--- config.mk ---
export PLATFORM = sky130hd
export DESIGN_NAME = bsg_two_fifo_mem_ctrl_flat
export DESIGN_NICKNAME = d
export VERILOG_FILES = /design/src/rtl/bsg_two_fifo_mem_ctrl_if.sv /design/src/rtl/bsg_two_fifo_mem_ctrl.sv /design/src/flat_wrapper.sv
export SDC_FILE = /design/constraint.sdc
export NUM_CORES = 1
export LEC_CHECK = 0
export BUFFER_PORTS_ARGS = -buffer_cell sky130_fd_sc_hd__buf_2
export CORE_MARGIN = 3
export CORE_UTILIZATION = 27
export DETAILED_ROUTE_END_ITERATION = 10
export PLACE_DENSITY = 0.91
export SETUP_SLACK_MARGIN = 0.1
export SYNTH_ARGS = -nofsm -noshare
export SYNTH_HDL_FRONTEND = slang
export SYNTH_SLANG_ARGS = --single-unit
export TNS_END_PERCENT = 10
--- constraint.sdc ---
create_clock -name clk_i -period 3.1 [get_ports clk_i]
set_clock_uncertainty 0.1 [all_clocks]
set_input_delay 0.62 -clock clk_i [delete_from_list [all_inputs] [get_ports clk_i]]
set_output_delay 0.62 -clock clk_i [all_outputs]
set_load 0.05 [all_outputs]
--- src/rtl/bsg_two_fifo_mem_ctrl_if.sv ---
// Bundle of the stream and memory-side signals around the 2-entry FIFO controller.
// Latency: none (wires only).
// Backpressure: carries ready_o (producer side) and yumi_i (consumer side).
//
// Signals: producer v_i/data_i/ready_o, consumer v_o/data_o/yumi_i,
// memory write port mem_w_*, memory read port mem_r_*, status count_o/err_o.
// Modport slave is the controller view; modport master is the surrounding logic.
interface bsg_two_fifo_mem_ctrl_if #(
    parameter int width_p = 30
);
    logic               v_i;
    logic [width_p-1:0] data_i;
    logic               ready_o;
    logic               v_o;
    logic [width_p-1:0] data_o;
    logic               yumi_i;
    logic               mem_w_v_o;
    logic               mem_w_addr_o;
    logic [width_p-1:0] mem_w_data_o;
    logic               mem_r_v_o;
    logic               mem_r_addr_o;
    logic [width_p-1:0] mem_r_data_i;
    logic [1:0]         count_o;
    logic               err_o;

    modport slave (
        input  v_i, data_i, yumi_i, mem_r_data_i,
        output ready_o, v_o, data_o, mem_w_v_o, mem_w_addr_o, mem_w_data_o,
               mem_r_v_o, mem_r_addr_o, count_o, err_o
    );

    modport master (
        output v_i, data_i, yumi_i, mem_r_data_i,
        input  ready_o, v_o, data_o, mem_w_v_o, mem_w_addr_o, mem_w_data_o,
               mem_r_v_o, mem_r_addr_o, count_o, err_o
    );
endinterface

--- src/rtl/bsg_two_fifo_mem_ctrl.sv ---
// Controller turning ready/valid in and valid/yumi out into a 2-deep FIFO over an external 1R1W memory.
// Latency: data accepted in cycle t is presented on data_o in cycle t+1 (no bypass).
// Backpressure: ready_o drops when full, even if the head is being taken that cycle.
//
// Ports: clk_i (rising-edge clock), reset_n_i (async active-low reset),
// bus (slave modport): producer/consumer handshakes, memory write strobe/address/data,
// memory read enable/address, combinational read data return, occupancy and sticky error.
module bsg_two_fifo_mem_ctrl #(
    parameter int width_p = 30,
    parameter int els_p   = 2
) (
    input  logic                   clk_i,
    input  logic                   reset_n_i,
    bsg_two_fifo_mem_ctrl_if.slave bus
);
    // Pointers are a single bit, so only a 2-entry memory is addressable.
    if (els_p != 2) begin : g_bad_els
        $error("bsg_two_fifo_mem_ctrl: els_p must be 2");
    end
    if (width_p < 1) begin : g_bad_width
        $error("bsg_two_fifo_mem_ctrl: width_p must be positive");
    end

    logic       wptr_q, wptr_d;
    logic       rptr_q, rptr_d;
    logic [1:0] count_q, count_d;
    logic       err_q, err_d;

    logic ready;
    logic valid;
    logic enq;
    logic deq;

    always_comb begin
        ready   = (count_q != 2'd2);
        valid   = (count_q != 2'd0);
        // reset_n_i in the term keeps the write strobe dead while reset is held.
        enq     = bus.v_i & ready & reset_n_i;
        deq     = bus.yumi_i & valid;

        wptr_d  = wptr_q ^ enq;
        rptr_d  = rptr_q ^ deq;
        count_d = count_q;
        case ({enq, deq})
            2'b10:   count_d = count_q + 2'd1;
            2'b01:   count_d = count_q - 2'd1;
            default: count_d = count_q;
        endcase
        // A yumi against an empty FIFO is a consumer protocol violation; latch it.
        err_d   = err_q | (bus.yumi_i & ~valid);
    end

    always_ff @(posedge clk_i or negedge reset_n_i) begin
        if (!reset_n_i) begin
            wptr_q  <= 1'b0;
            rptr_q  <= 1'b0;
            count_q <= 2'd0;
            err_q   <= 1'b0;
        end else begin
            wptr_q  <= wptr_d;
            rptr_q  <= rptr_d;
            count_q <= count_d;
            err_q   <= err_d;
        end
    end

    assign bus.ready_o      = ready;
    assign bus.v_o          = valid;
    assign bus.data_o       = bus.mem_r_data_i;
    assign bus.mem_w_v_o    = enq;
    assign bus.mem_w_addr_o = wptr_q;
    assign bus.mem_w_data_o = bus.data_i;
    assign bus.mem_r_v_o    = valid;
    assign bus.mem_r_addr_o = rptr_q;
    assign bus.count_o      = count_q;
    assign bus.err_o        = err_q;

    a_count_range : assert property (@(posedge clk_i) disable iff (!reset_n_i)
        count_q != 2'd3);
    // Refusing writes when full is what keeps this from ever firing.
    a_no_same_addr : assert property (@(posedge clk_i) disable iff (!reset_n_i)
        !(enq && (wptr_q == rptr_q) && valid));
endmodule

--- src/flat_wrapper.sv ---
// flat-port wrapper written by rule: the top's interface ports become plain ports
module bsg_two_fifo_mem_ctrl_flat 
#(
    parameter int width_p = 30,
    parameter int els_p   = 2
)
  (clk_i, reset_n_i, bus_v_i, bus_data_i, bus_yumi_i, bus_mem_r_data_i, bus_ready_o, bus_v_o, bus_data_o, bus_mem_w_v_o, bus_mem_w_addr_o, bus_mem_w_data_o, bus_mem_r_v_o, bus_mem_r_addr_o, bus_count_o, bus_err_o);
  bsg_two_fifo_mem_ctrl_if #(.width_p(width_p)) bus_i ();
  input  logic clk_i;
  input  logic reset_n_i;
  input wire logic [$bits(bus_i.v_i)-1:0] bus_v_i;
  input wire logic [$bits(bus_i.data_i)-1:0] bus_data_i;
  input wire logic [$bits(bus_i.yumi_i)-1:0] bus_yumi_i;
  input wire logic [$bits(bus_i.mem_r_data_i)-1:0] bus_mem_r_data_i;
  output wire logic [$bits(bus_i.ready_o)-1:0] bus_ready_o;
  output wire logic [$bits(bus_i.v_o)-1:0] bus_v_o;
  output wire logic [$bits(bus_i.data_o)-1:0] bus_data_o;
  output wire logic [$bits(bus_i.mem_w_v_o)-1:0] bus_mem_w_v_o;
  output wire logic [$bits(bus_i.mem_w_addr_o)-1:0] bus_mem_w_addr_o;
  output wire logic [$bits(bus_i.mem_w_data_o)-1:0] bus_mem_w_data_o;
  output wire logic [$bits(bus_i.mem_r_v_o)-1:0] bus_mem_r_v_o;
  output wire logic [$bits(bus_i.mem_r_addr_o)-1:0] bus_mem_r_addr_o;
  output wire logic [$bits(bus_i.count_o)-1:0] bus_count_o;
  output wire logic [$bits(bus_i.err_o)-1:0] bus_err_o;
  assign bus_i.v_i = bus_v_i;
  assign bus_i.data_i = bus_data_i;
  assign bus_i.yumi_i = bus_yumi_i;
  assign bus_i.mem_r_data_i = bus_mem_r_data_i;
  assign bus_ready_o = bus_i.ready_o;
  assign bus_v_o = bus_i.v_o;
  assign bus_data_o = bus_i.data_o;
  assign bus_mem_w_v_o = bus_i.mem_w_v_o;
  assign bus_mem_w_addr_o = bus_i.mem_w_addr_o;
  assign bus_mem_w_data_o = bus_i.mem_w_data_o;
  assign bus_mem_r_v_o = bus_i.mem_r_v_o;
  assign bus_mem_r_addr_o = bus_i.mem_r_addr_o;
  assign bus_count_o = bus_i.count_o;
  assign bus_err_o = bus_i.err_o;
  bsg_two_fifo_mem_ctrl #(.width_p(width_p), .els_p(els_p)) u_core (.clk_i(clk_i), .reset_n_i(reset_n_i), .bus(bus_i));
endmodule
==> metrics <==
# IOs=~130; status=completed; gp weighted congestion=0.663; PnR Total Power=between 500 and 600 uW; P&R area growth vs syn=-49.0%; first-pass GRT wire length=~1400 um; P_sw=just under 300 uW; die height=around 56 um; total global routing overflow=0; complex-gate fraction of the synthesized area=0.0109; largest family of logic cells by synthesized area=buffers and inverters; Seq cells post-synth=5; Post-Synth Simple-Gate Area=0.0474; core area=about 0.0023 mm2; CP Class=flop to primary output; # hold bufs at CTS=0; total of max-cap violations=0; post-synth top area share=0.667; CP Launch Type=flop; footprint of the multi-input gates=96.3 um2; CTS Sinks=5; Die W=56.4 um; Place WS=around 1.1 ns; Max VDD drop=0.000544 V; top cells by area, synth=buf_4 (67%), dfrtp_1 (18%), xnor2_1 (3.8%); Crit Path Max Fanout=5; port bufs=12; vias in the first global route=~280; Antenna Cells=0; Netlist cell types=12; DRT Pass-1 Iters=2; Post-Synth Adder-Cell Area=0.0182; Mapped Nets=between 100 and 150; routed via count=256; Util after Layout=0.151; Worst-path clk slew=approximately 0.040 ns; wirelength, routed=a little under 900 um; CTS Buffer Depth=2; num rows=17; R2R cell count=6; Highest Clock Rate=around 0.51 GHz; Total GRT Usage=0.0596; Synth Instances=80; RSZ-0062 raised after global routing=false; endpoint class of the critical path=primary output; Clk pwr share=0.145; Initial Util=0.296; # setup viols final=0; via/cell ratio=about 4.1; number of CTS-inserted buffers=3; DRC=0; Critical Path Start=u_core.bus.count_o[0]; XOR/XNOR Fraction of Synth Area=0.0638; sequential power share=0.233; r2r startpoint=u_core.bus.count_o[0]; Worst Hold Class=input port to async pin; die area=around 0.0032 mm2; largest area contributor in the netlist=buf_4; Post-Place Cells=59; sequential fraction of the synthesis area=0.182; Cell Area, Synth=approximately 700 um2; FF-to-FF setup slack=1.53 ns; Period Utilization, post-route=0.635; Root Driver=clkbuf_4; P_int=about 230 uW; remaining antenna violation count after routing=0; r2r endpoint=u_core.bus.count_o[1]; FF+latch area=125 um2; CTS tree=yes; Period minus WS final=just under 2 ns; Avg WL per Cell=14.2 um; Worst Slack Setup Final=about 1.1 ns; Syn Area/Cell=8.59 um2; Logic pwr share=0.622; Initial DRC Count=5; Fill cells=approximately 250; nets@finish=101; Slew Limit Fails=0; # Post-CTS Setup Buffers=0; setup tns final=0 ns; largest net degree at the start of global routing=7; initial antenna violation count=0; Pleak=0.000166 uW; Worst Tran Pin Value=roughly 0.26 ns; endpoints failing hold=0; final std cells w/o fill=63; switch share=0.567; YS warnings=0; Worst-Skew Late Latency=around 0.24 ns; multiplexer share of the synthesized area=0; Arrival @ worst endpoint=1.25 ns; Slew Limit Headroom=0.826; post-cts sizing count=0; PwrDens=roughly 1500 mW/mm2; layout cells sized above 1=0.514; Worst Path Required=~2.4 ns; Max H-tree Level=1
## power groups by stage
stage | registers, uW | logic, uW | clock network [uW]
after floorplan | 216 | 381 | 0
after global placement | 122 | 329 | 0
after detailed placement | 123 | 328 | 0
after CTS | 122 | 330 | 79.7
after global routing | 127 | 344 | 82.8
final | 122 | 325 | 75.6
## worst max-delay path: stages (launching register included)
cell	delay (ns)
dfrtp_1	0.43
nand2b_1	0.16
nand3_2	0.10
inv_1	0.06
buf_2	0.25
## synth_stat cells
cell,count
a21o_1,1
ha_1,1
nand2b_1,1
buf_4,61
xor2_1,2
dfrtp_1,5
nand3_2,1
inv_2,1
nor2_1,2
and2_4,1
inv_1,1
xnor2_1,3
## stage by stage
step | instance area [um2] | hold WS (ns)
3_3_place_gp | 324 | 0.342
6_report | 350 | 0.0917
3_5_place_dp | 324 | 0.343
5_1_grt | 350 | 0.0912
2_1_floorplan | 687 | 0.224
4_1_cts | 350 | 0.0855
## per-layer routing
metal	wire [um]	track usage
met1	192	0.0332
met2	363	0.0660
met3	180	0.0529
met4	158	0.132
met5	0	0
## sequential cells by signal, summed over array words and instances, names as in the netlist
name,count
u_core.bus.count_o,2
u_core.bus.err_o,1
u_core.bus.mem_r_addr_o,1
u_core.bus.mem_w_addr_o,1
## kinds of logic (layout without fill, tap and decap cells)
logic type | Yosys count | count (layout)
AOI/OAI and AO/OA | 1 | 1
xor gates and xnor gates | 5 | 5
adders and majority gates | 1 | 1
buffers and inverters | 63 | 18
DFF | 5 | 5
and+or+nand+nor | 5 | 5
## worst max path at each step
| stage | to | slack [ns] | depth (start not counted) |
|---|---|---|---|
| 2_1_floorplan | bus_mem_w_v_o | 0.66 | 3 |
| 3_3_place_gp | bus_mem_w_v_o | 1.17 | 4 |
| 3_5_place_dp | bus_mem_w_v_o | 1.14 | 4 |
| 4_1_cts | bus_mem_w_v_o | 1.11 | 4 |
| 5_1_grt | bus_mem_w_v_o | 1.03 | 4 |
| 6_report | bus_mem_w_v_o | 1.13 | 4 |
## area by class of cell
type                       instances  area share
sequential                         5       0.357
multi-input combinational         12       0.275
timing repair buffer              12       0.171
tap                               28       0.100
clock buffer                       4      0.0750
inverter                           2      0.0214
## cell usage in the layout, fill, tap and decap left out
master / instances
clkbuf_4: 3
nand3_2: 1
nor2_1: 2
a21o_1: 1
clkbuf_1: 1
xnor2_1: 3
inv_1: 1
inv_2: 1
ha_1: 1
nand2b_1: 1
buf_2: 12
dfrtp_1: 5
xor2_1: 2
and2_4: 1
No activity file was read; power rests on OpenSTA's default activity.
